## src/rtl/shift_pipe_pkg.sv

```systemverilog
// Shared types for the pipelined shifter: operation encoding and the highest legal op.
package shift_pipe_pkg;

   typedef enum logic [2:0] {
      SHIFT_SLL = 3'd0,
      SHIFT_SRL = 3'd1,
      SHIFT_SRA = 3'd2,
      SHIFT_ROR = 3'd3,
      SHIFT_ROL = 3'd4
   } shift_op_e;

   localparam logic [2:0] SHIFT_OP_MAX = 3'd4;

endpackage

```

## src/rtl/shift_pipe_stage.sv

```systemverilog
// One pipeline slice of shift_pipe: a 2^K shift/rotate level and its register slice.
module shift_stage
   import shift_pipe_pkg::*;
#(
   parameter int WIDTH = 16,
   parameter int TAG_W = 4,
   parameter int AMT_W = 4,
   parameter int K     = 0
) (
   input  logic             clk,
   input  logic             rst,
   input  logic             ld_i,
   input  logic             vld_i,
   input  logic [2:0]       op_i,
   input  logic [AMT_W-1:0] amt_i,
   input  logic [TAG_W-1:0] tag_i,
   input  logic [WIDTH-1:0] data_i,
   output logic             vld_o,
   output logic [2:0]       op_o,
   output logic [AMT_W-1:0] amt_o,
   output logic [TAG_W-1:0] tag_o,
   output logic [WIDTH-1:0] data_o,
   output logic [WIDTH-1:0] nxt_o
);

   localparam int S = 1 << K;

   logic             vld_q;
   logic [2:0]       op_q;
   logic [AMT_W-1:0] amt_q;
   logic [TAG_W-1:0] tag_q;
   logic [WIDTH-1:0] data_q, data_d, shf;

   // Reserved encodings fall through to the default and leave the data untouched.
   always_comb begin
      shf = data_i;
      case (op_i)
         SHIFT_SLL: shf = data_i << S;
         SHIFT_SRL: shf = data_i >> S;
         SHIFT_SRA: shf = $unsigned($signed(data_i) >>> S);
         SHIFT_ROR: shf = (data_i >> S) | (data_i << (WIDTH - S));
         SHIFT_ROL: shf = (data_i << S) | (data_i >> (WIDTH - S));
         default:   shf = data_i;
      endcase
   end

   assign data_d = amt_i[K] ? shf : data_i;
   assign nxt_o  = data_d;

   // Payload only moves with a real request; a bubble just clears the valid bit.
   always_ff @(posedge clk or posedge rst) begin
      if (rst) begin
         vld_q  <= 1'b0;
         op_q   <= '0;
         amt_q  <= '0;
         tag_q  <= '0;
         data_q <= '0;
      end else if (ld_i) begin
         vld_q <= vld_i;
         if (vld_i) begin
            op_q   <= op_i;
            amt_q  <= amt_i;
            tag_q  <= tag_i;
            data_q <= data_d;
         end
      end
   end

   assign vld_o  = vld_q;
   assign op_o   = op_q;
   assign amt_o  = amt_q;
   assign tag_o  = tag_q;
   assign data_o = data_q;

endmodule

```

## src/rtl/shift_pipe.sv

```systemverilog
// Pipelined barrel shifter/rotator, one amount bit per stage, valid/ready in and out.
// Optional out_zero/out_neg flags are built only when SHIFT_PIPE_FLAGS_EN is defined.
module shift_pipe
   import shift_pipe_pkg::*;
#(
   parameter  int WIDTH = 16,
   parameter  int TAG_W = 4,
   localparam int AMT_W = $clog2(WIDTH)
) (
   input  logic             clk,
   input  logic             rst,
   input  logic             in_valid,
   output logic             in_ready,
   input  logic [2:0]       in_op,
   input  logic [WIDTH-1:0] in_data,
   input  logic [AMT_W-1:0] in_amt,
   input  logic [TAG_W-1:0] in_tag,
   output logic             out_valid,
   input  logic             out_ready,
   output logic [WIDTH-1:0] out_data,
   output logic [TAG_W-1:0] out_tag,
   output logic             out_err,
   output logic             out_zero,
   output logic             out_neg
);

   localparam int L = AMT_W;

   // Index k is the input of stage k; index k+1 is its registered output.
   logic [L:0]              vld_w;
   logic [L:0]              rdy;
   logic [L:0][2:0]         op_w;
   logic [L:0][AMT_W-1:0]   amt_w;
   logic [L:0][TAG_W-1:0]   tag_w;
   logic [L:0][WIDTH-1:0]   data_w;
   logic [L-1:0][WIDTH-1:0] nxt_w;

   assign vld_w[0]  = in_valid;
   assign op_w[0]   = in_op;
   assign amt_w[0]  = in_amt;
   assign tag_w[0]  = in_tag;
   assign data_w[0] = in_data;

   // Empty stages always accept, so bubbles collapse even under a stall.
   always_comb begin
      rdy    = '0;
      rdy[L] = out_ready;
      for (int k = L - 1; k >= 0; k--)
         rdy[k] = !vld_w[k+1] || rdy[k+1];
   end

   assign in_ready = rdy[0];

   for (genvar k = 0; k < L; k++) begin : g_stage
      shift_stage #(
         .WIDTH (WIDTH),
         .TAG_W (TAG_W),
         .AMT_W (AMT_W),
         .K     (k)
      ) u_stage (
         .clk    (clk),
         .rst    (rst),
         .ld_i   (rdy[k]),
         .vld_i  (vld_w[k]),
         .op_i   (op_w[k]),
         .amt_i  (amt_w[k]),
         .tag_i  (tag_w[k]),
         .data_i (data_w[k]),
         .vld_o  (vld_w[k+1]),
         .op_o   (op_w[k+1]),
         .amt_o  (amt_w[k+1]),
         .tag_o  (tag_w[k+1]),
         .data_o (data_w[k+1]),
         .nxt_o  (nxt_w[k])
      );
   end

   // Side outputs load on the same enable as the last stage's payload.
   logic fin_ld;
   logic err_q, err_d;

   assign fin_ld = rdy[L-1] && vld_w[L-1];
   assign err_d  = op_w[L-1] > SHIFT_OP_MAX;

   always_ff @(posedge clk or posedge rst) begin
      if (rst)         err_q <= 1'b0;
      else if (fin_ld) err_q <= err_d;
   end

`ifdef SHIFT_PIPE_FLAGS_EN
   logic zero_q, zero_d, neg_q, neg_d;

   assign zero_d = ~|nxt_w[L-1];
   assign neg_d  = nxt_w[L-1][WIDTH-1];

   always_ff @(posedge clk or posedge rst) begin
      if (rst) begin
         zero_q <= 1'b0;
         neg_q  <= 1'b0;
      end else if (fin_ld) begin
         zero_q <= zero_d;
         neg_q  <= neg_d;
      end
   end

   assign out_zero = zero_q;
   assign out_neg  = neg_q;
`else
   assign out_zero = 1'b0;
   assign out_neg  = 1'b0;
`endif

   logic unused_sig;
   assign unused_sig = ^{nxt_w, amt_w[L], op_w[L]};

   assign out_valid = vld_w[L];
   assign out_data  = data_w[L];
   assign out_tag   = tag_w[L];
   assign out_err   = err_q;

endmodule

```

## config.mk

```make
export PLATFORM = sky130hd
export DESIGN_NAME = shift_pipe
export DESIGN_NICKNAME = d
export VERILOG_FILES = /design/src/rtl/shift_pipe_pkg.sv /design/src/rtl/shift_pipe_stage.sv /design/src/rtl/shift_pipe.sv
export SDC_FILE = /design/constraint.sdc
export NUM_CORES = 1
export LEC_CHECK = 0
export ABC_AREA = 1
export BUFFER_PORTS_ARGS = -buffer_cell sky130_fd_sc_hd__buf_2
export CORE_ASPECT_RATIO = 1.25
export CORE_MARGIN = 5
export CORE_UTILIZATION = 55
export CTS_CLUSTER_DIAMETER = 200
export DETAILED_ROUTE_END_ITERATION = 12
export GPL_TIMING_DRIVEN = 0
export HOLD_SLACK_MARGIN = 0.03
export MAX_ROUTING_LAYER = met4
export PLACE_DENSITY_LB_ADDON = 0.12
export RECOVER_POWER = 50
export SYNTH_ARGS = -nofsm -noshare
export SYNTH_HDL_FRONTEND = slang
export SYNTH_SLANG_ARGS = --single-unit
```

## constraint.sdc

```tcl
create_clock -name clk -period 4.4 [get_ports clk]
set_input_delay 0.66 -clock clk [delete_from_list [all_inputs] [get_ports clk]]
set_output_delay 0.66 -clock clk [all_outputs]
set_load 0.02 [all_outputs]
```

; After elaboration in Yosys (flattened, before gate mapping)
; Cells that the tools add are included.
[word_totals]
in_bits = 31
reg_bits = 106
word_cells = 69
[classes]
magnitude_cmp = 1
reduce_logical = 18
n_bitwise = 7
eq_ne = 16
n_mux = 8
[ops]
columns = cell, count
row1 = 16-bit one-hot mux with 5 select lines, 3
row2 = 16-bit 2-to-1 mux, 4
row3 = 16-bit one-hot mux with 4 select lines, 1
row4 = 3-bit by 2-bit == test with 1-bit output (second input constant), 8
row5 = 12-bit by 16-bit OR with 16-bit output, 1
row6 = 14-bit by 16-bit OR with 16-bit output, 1
row7 = 15-bit by 16-bit OR with 16-bit output, 1
row8 = 16-bit by 1-bit OR with 16-bit output, 1
row9 = 16-bit by 2-bit OR with 16-bit output, 1
row10 = 16-bit by 4-bit OR with 16-bit output, 1
row11 = 8-bit by 16-bit OR with 16-bit output, 1
row12 = 3-bit by 1-bit == test with 1-bit output (second input constant), 4
row13 = 3-bit == test (second input constant), 4
row14 = 3-bit zero test, 4
row15 = 2-bit AND reduction, 4
row16 = 1-bit zero test, 4
row17 = 1-bit logical OR, 4
row18 = 3-bit greater-than comparator (second input constant), 1
row19 = 2-bit OR reduction, 1
row20 = 1-bit logical AND, 1

; Logic depth before layout (Yosys ltp)
[depth]
ltp_word = 6
ltp_mapped = 9

; Modules after synthesis
; From an unflattened synthesis, not the netlist that was laid out.
[unflattened]
cells_unflattened = 915
area_unflattened_um2 = 6596.3
[by_module_without_submodules]
columns = mod, area_per_inst_um2, cells_per_inst, instances
row1 = shift_stage at g_stage[1].u_stage, 1677.9, 234, 1
row2 = shift_stage at g_stage[0].u_stage, 1672.9, 227, 1
row3 = shift_stage at g_stage[2].u_stage, 1661.6, 239, 1
row4 = shift_stage at g_stage[3].u_stage, 1471.4, 195, 1
row5 = shift_pipe, 112.6, 20, 1

; Worst setup path before layout
; No wires, ideal clock.
[synth_path]
path_kind = in2out
start = in out_ready
end = out in_ready
cell_stages = 4
t_arrival_ns = 1.126
required_ns = 3.740
path_slack_ns = 2.614
path_buffers = 0
path_cell_list = inv_1 > nand4_1 > nor2_1 > inv_1
[synth_via]
elab_chain_cells = 4
[synth_lines]
columns = item, line
row1 = "start, declared", shift_pipe.sv:19  ; input logic out_ready,
row2 = 1-bit logical OR (4 in series), shift_pipe.sv:49  ; rdy[k] = !vld_w[k+1] || rdy[k+1];
row3 = "end, declared", shift_pipe.sv:13  ; output logic in_ready,
; Every way passes these cells.

; Worst setup path after layout
; Ends and elaborated chain as after synthesis.

==> results.sh <==
export IMPL_remaining_drc_errors=0
export IMPL_status="completed"
export IMPL_async_flop_share_pct=100
export IMPL_min_to="g_stage[3].u_stage.data_o[8]"
export IMPL_path_class="in2out"
export IMPL_h_tree_depth=3
export IMPL_synth_ff_type="dfrtp_1"
export IMPL_coreArea_mm2=0.0100
export IMPL_finalSetupViolCount=0
export IMPL_min_path_type="reg2reg"
export IMPL_powerDensity_mw_per_mm2=569
export IMPL_insertion_delay_ns=0.35
export IMPL_worstRegToRegCells=7
export IMPL_drv_cap=0
export IMPL_drt_wl_total_um=13200
export IMPL_rsz0062_at_grt="no"
export IMPL_synth_distinct_cells=25
export IMPL_gp_congestion=0.977
export IMPL_grt_usage_pct=24.0
export IMPL_synth_area_top_cells="dfrtp_1 45%, nand2_1 21%, nand3_1 6.2%, inv_1 5.9%, a21oi_1 5.1%"
export IMPL_reg2reg_from="g_stage[0].u_stage.op_o[0]"
export IMPL_synthCells=772
export IMPL_placed_cell_area_mm2=0.00600
export IMPL_reg2reg_to="g_stage[1].u_stage.data_o[0]"
export IMPL_drt_wirelength_per_cell_um=13.6
export IMPL_worstHoldStart="g_stage[3].u_stage.data_o[8]"
export IMPL_slew_headroom_pct=10.8
export IMPL_synth_seq_cells=100
export IMPL_required_ns=3.74
export IMPL_grt_pass1_wl_um=22500
export IMPL_startpoint_type="input pin"
export IMPL_syn2layout_area_growth_pct=13.3
export IMPL_vias=4916
export IMPL_drtIter0Drc=186
export IMPL_antenna_found_initial=0
export IMPL_cts_sink_count=100
export IMPL_hold_path_depth=2
export IMPL_fp_dieH_um=122
export IMPL_syn_area_mm2=0.00554
export IMPL_synth_avg_cell_area_um2=7.18
export IMPL_post_route_util_pct=62.8
export IMPL_min_period_ns=2.10
export IMPL_cp_end_kind="output pin"
export IMPL_grt_overflow=0
export IMPL_p_leak_nw=3.29
export IMPL_antenna_cells=0
export IMPL_post_cts_buffers=0
export IMPL_num_rows=41
export IMPL_drv_slew=0
export IMPL_synth_top_area_share_pct=45.1
export IMPL_peakVddDrop_mv=0.205
export IMPL_setup_tns_ns=0
export IMPL_cts_resized_gates=0
export IMPL_vias_per_cell=5.06
export IMPL_cts_root_buf="clkbuf_16"
export IMPL_cts_tree="done"
export IMPL_ios=56
export IMPL_hold_viol=0
export IMPL_clk_pin_slew_ns=0.07
export IMPL_synth_top_area_cell="dfrtp_1"
export IMPL_dieWidth_um=99.8
export IMPL_cp_arrival_ns=1.44
export IMPL_fin_nets=869
export IMPL_cts_buffer_depth=2
export IMPL_grt_pass1_vias=4792
export IMPL_timing_fmax_ghz=0.476
export IMPL_drive_above_1_share_pct=16.0
export IMPL_worst_slew_pin_transition_ns=1.33
export IMPL_dp_hpwl_um=10400
export IMPL_firstDrtPassIters=4
export IMPL_synth_common_cells="309 x nand2_1, 100 x dfrtp_1, 87 x inv_1"
export IMPL_synth_seq_area_share_pct=45.1
export IMPL_final_cell_area_mm2=0.00628
export IMPL_ant_nets=0
export IMPL_synth_edf_count=0
export IMPL_numCtsBuffers=9
export IMPL_die_area_mm2=0.0122
export IMPL_grt_start_max_net_pins=73
export IMPL_synth_warning_count=0
export IMPL_fin_crit_sh_pct=47.8
export IMPL_regToRegSetupSlack_ns=2.86
export IMPL_port_buffers=53
export IMPL_initial_utilization_pct=55.4
export IMPL_skew_ns=0.0119
export IMPL_yosysMostFrequentCell="nand2_1"
export IMPL_hold_buffers=0
export IMPL_crit_path_max_fanout=3
[logic make-up after synthesis]
kind of cell / Yosys count / synth area share, %
AND/OR/NAND/NOR: 431 / 32.9
buffers and inverters: 142 / 12.2
flip-flops: 100 / 45.1
AO/OA/AOI/OAI: 98 / 9.64
other: 1 / 0.0677
[cell type report]
type                            count  area [µm²]
Tap cell                          129         161
Timing Repair Buffer               54         293
Fill cell                         955        3720
Clock inverter                      6        53.8
Inverter                           93         350
Clock buffer                       10         229
Buffer                             49         324
Multi-Input combinational cell    531        2370
Sequential cell                   100        2500
[worst max path at each step]
stage                         start  cells past startpoint                            to  slack (ns)
after floorplan                 rst                      1   g_stage[0].u_stage.amt_o[1]        1.12
after global placement          rst                      2  g_stage[2].u_stage.data_o[7]        0.21
after detailed placement  out_ready                      6                      in_ready        2.30
after CTS                 out_ready                      6                      in_ready        2.30
after global routing      out_ready                      6                      in_ready        2.21
final                     out_ready                      6                      in_ready        2.30
[where the power goes]
group | switching, W | internal [W]
sequential | 0.000271 | 0.00121
clock | 0.000351 | 0.000393
combinational | 0.000834 | 0.000509
total | 0.00146 | 0.00211
[critical path, stage by stage]
cell	delay, ns
buf_2	0.10
inv_1	0.06
nand4_1	0.14
nor2_1	0.21
inv_1	0.11
buf_2	0.17
[sequential cells by signal, summed over array words and instances, names as in the netlist]
register,flops
out_err,1
g_stage.u_stage.vld_o,4
g_stage.u_stage.data_o,64
g_stage.u_stage.tag_o,16
g_stage.u_stage.amt_o,6
g_stage.u_stage.op_o,9
[cells in the final DEF (no fill, tap or decap), types with 6 or more instances in the layout]
master / instances
nor2_4: 6
dfrtp_1: 100
nand3_1: 69
nand2_2: 6
inv_2: 6
nand2_1: 309
clkbuf_1: 12
nor2_1: 18
buf_2: 61
buf_4: 26
a21oi_1: 56
o21ai_0: 35
nand4_1: 17
clkbuf_16: 9
inv_1: 86
[per-layer routing]
layer  routed length [µm]  global-route usage, %  share of wire, %  up-vias
li1                     -                      -                 -     2535
met1                 5030                   24.9                38     2237
met2                 7140                   43.7                54      109
met3                  485                   3.64               3.7       35
met4                  539                   11.9               4.1        0
met5                    0                      -                 0        -
[through the flow]
| stage | std cells | setup WS (ns) | hold slack [ns] | total power, W |
|---|---|---|---|---|
| 6_report | 972 | 2.30 | 0.484 | 0.00357 |
| 3_5_place_dp | 956 | 2.30 | 0.467 | 0.00285 |
| 4_1_cts | 972 | 2.30 | 0.302 | 0.00360 |
| 2_1_floorplan | 773 | 1.12 | 0.442 | 0.00243 |
| 5_1_grt | 972 | 2.21 | 0.504 | 0.00384 |
| 3_3_place_gp | 955 | 0.209 | 0.461 | 0.00280 |
Note: power is estimated with default switching activity, not from simulation.
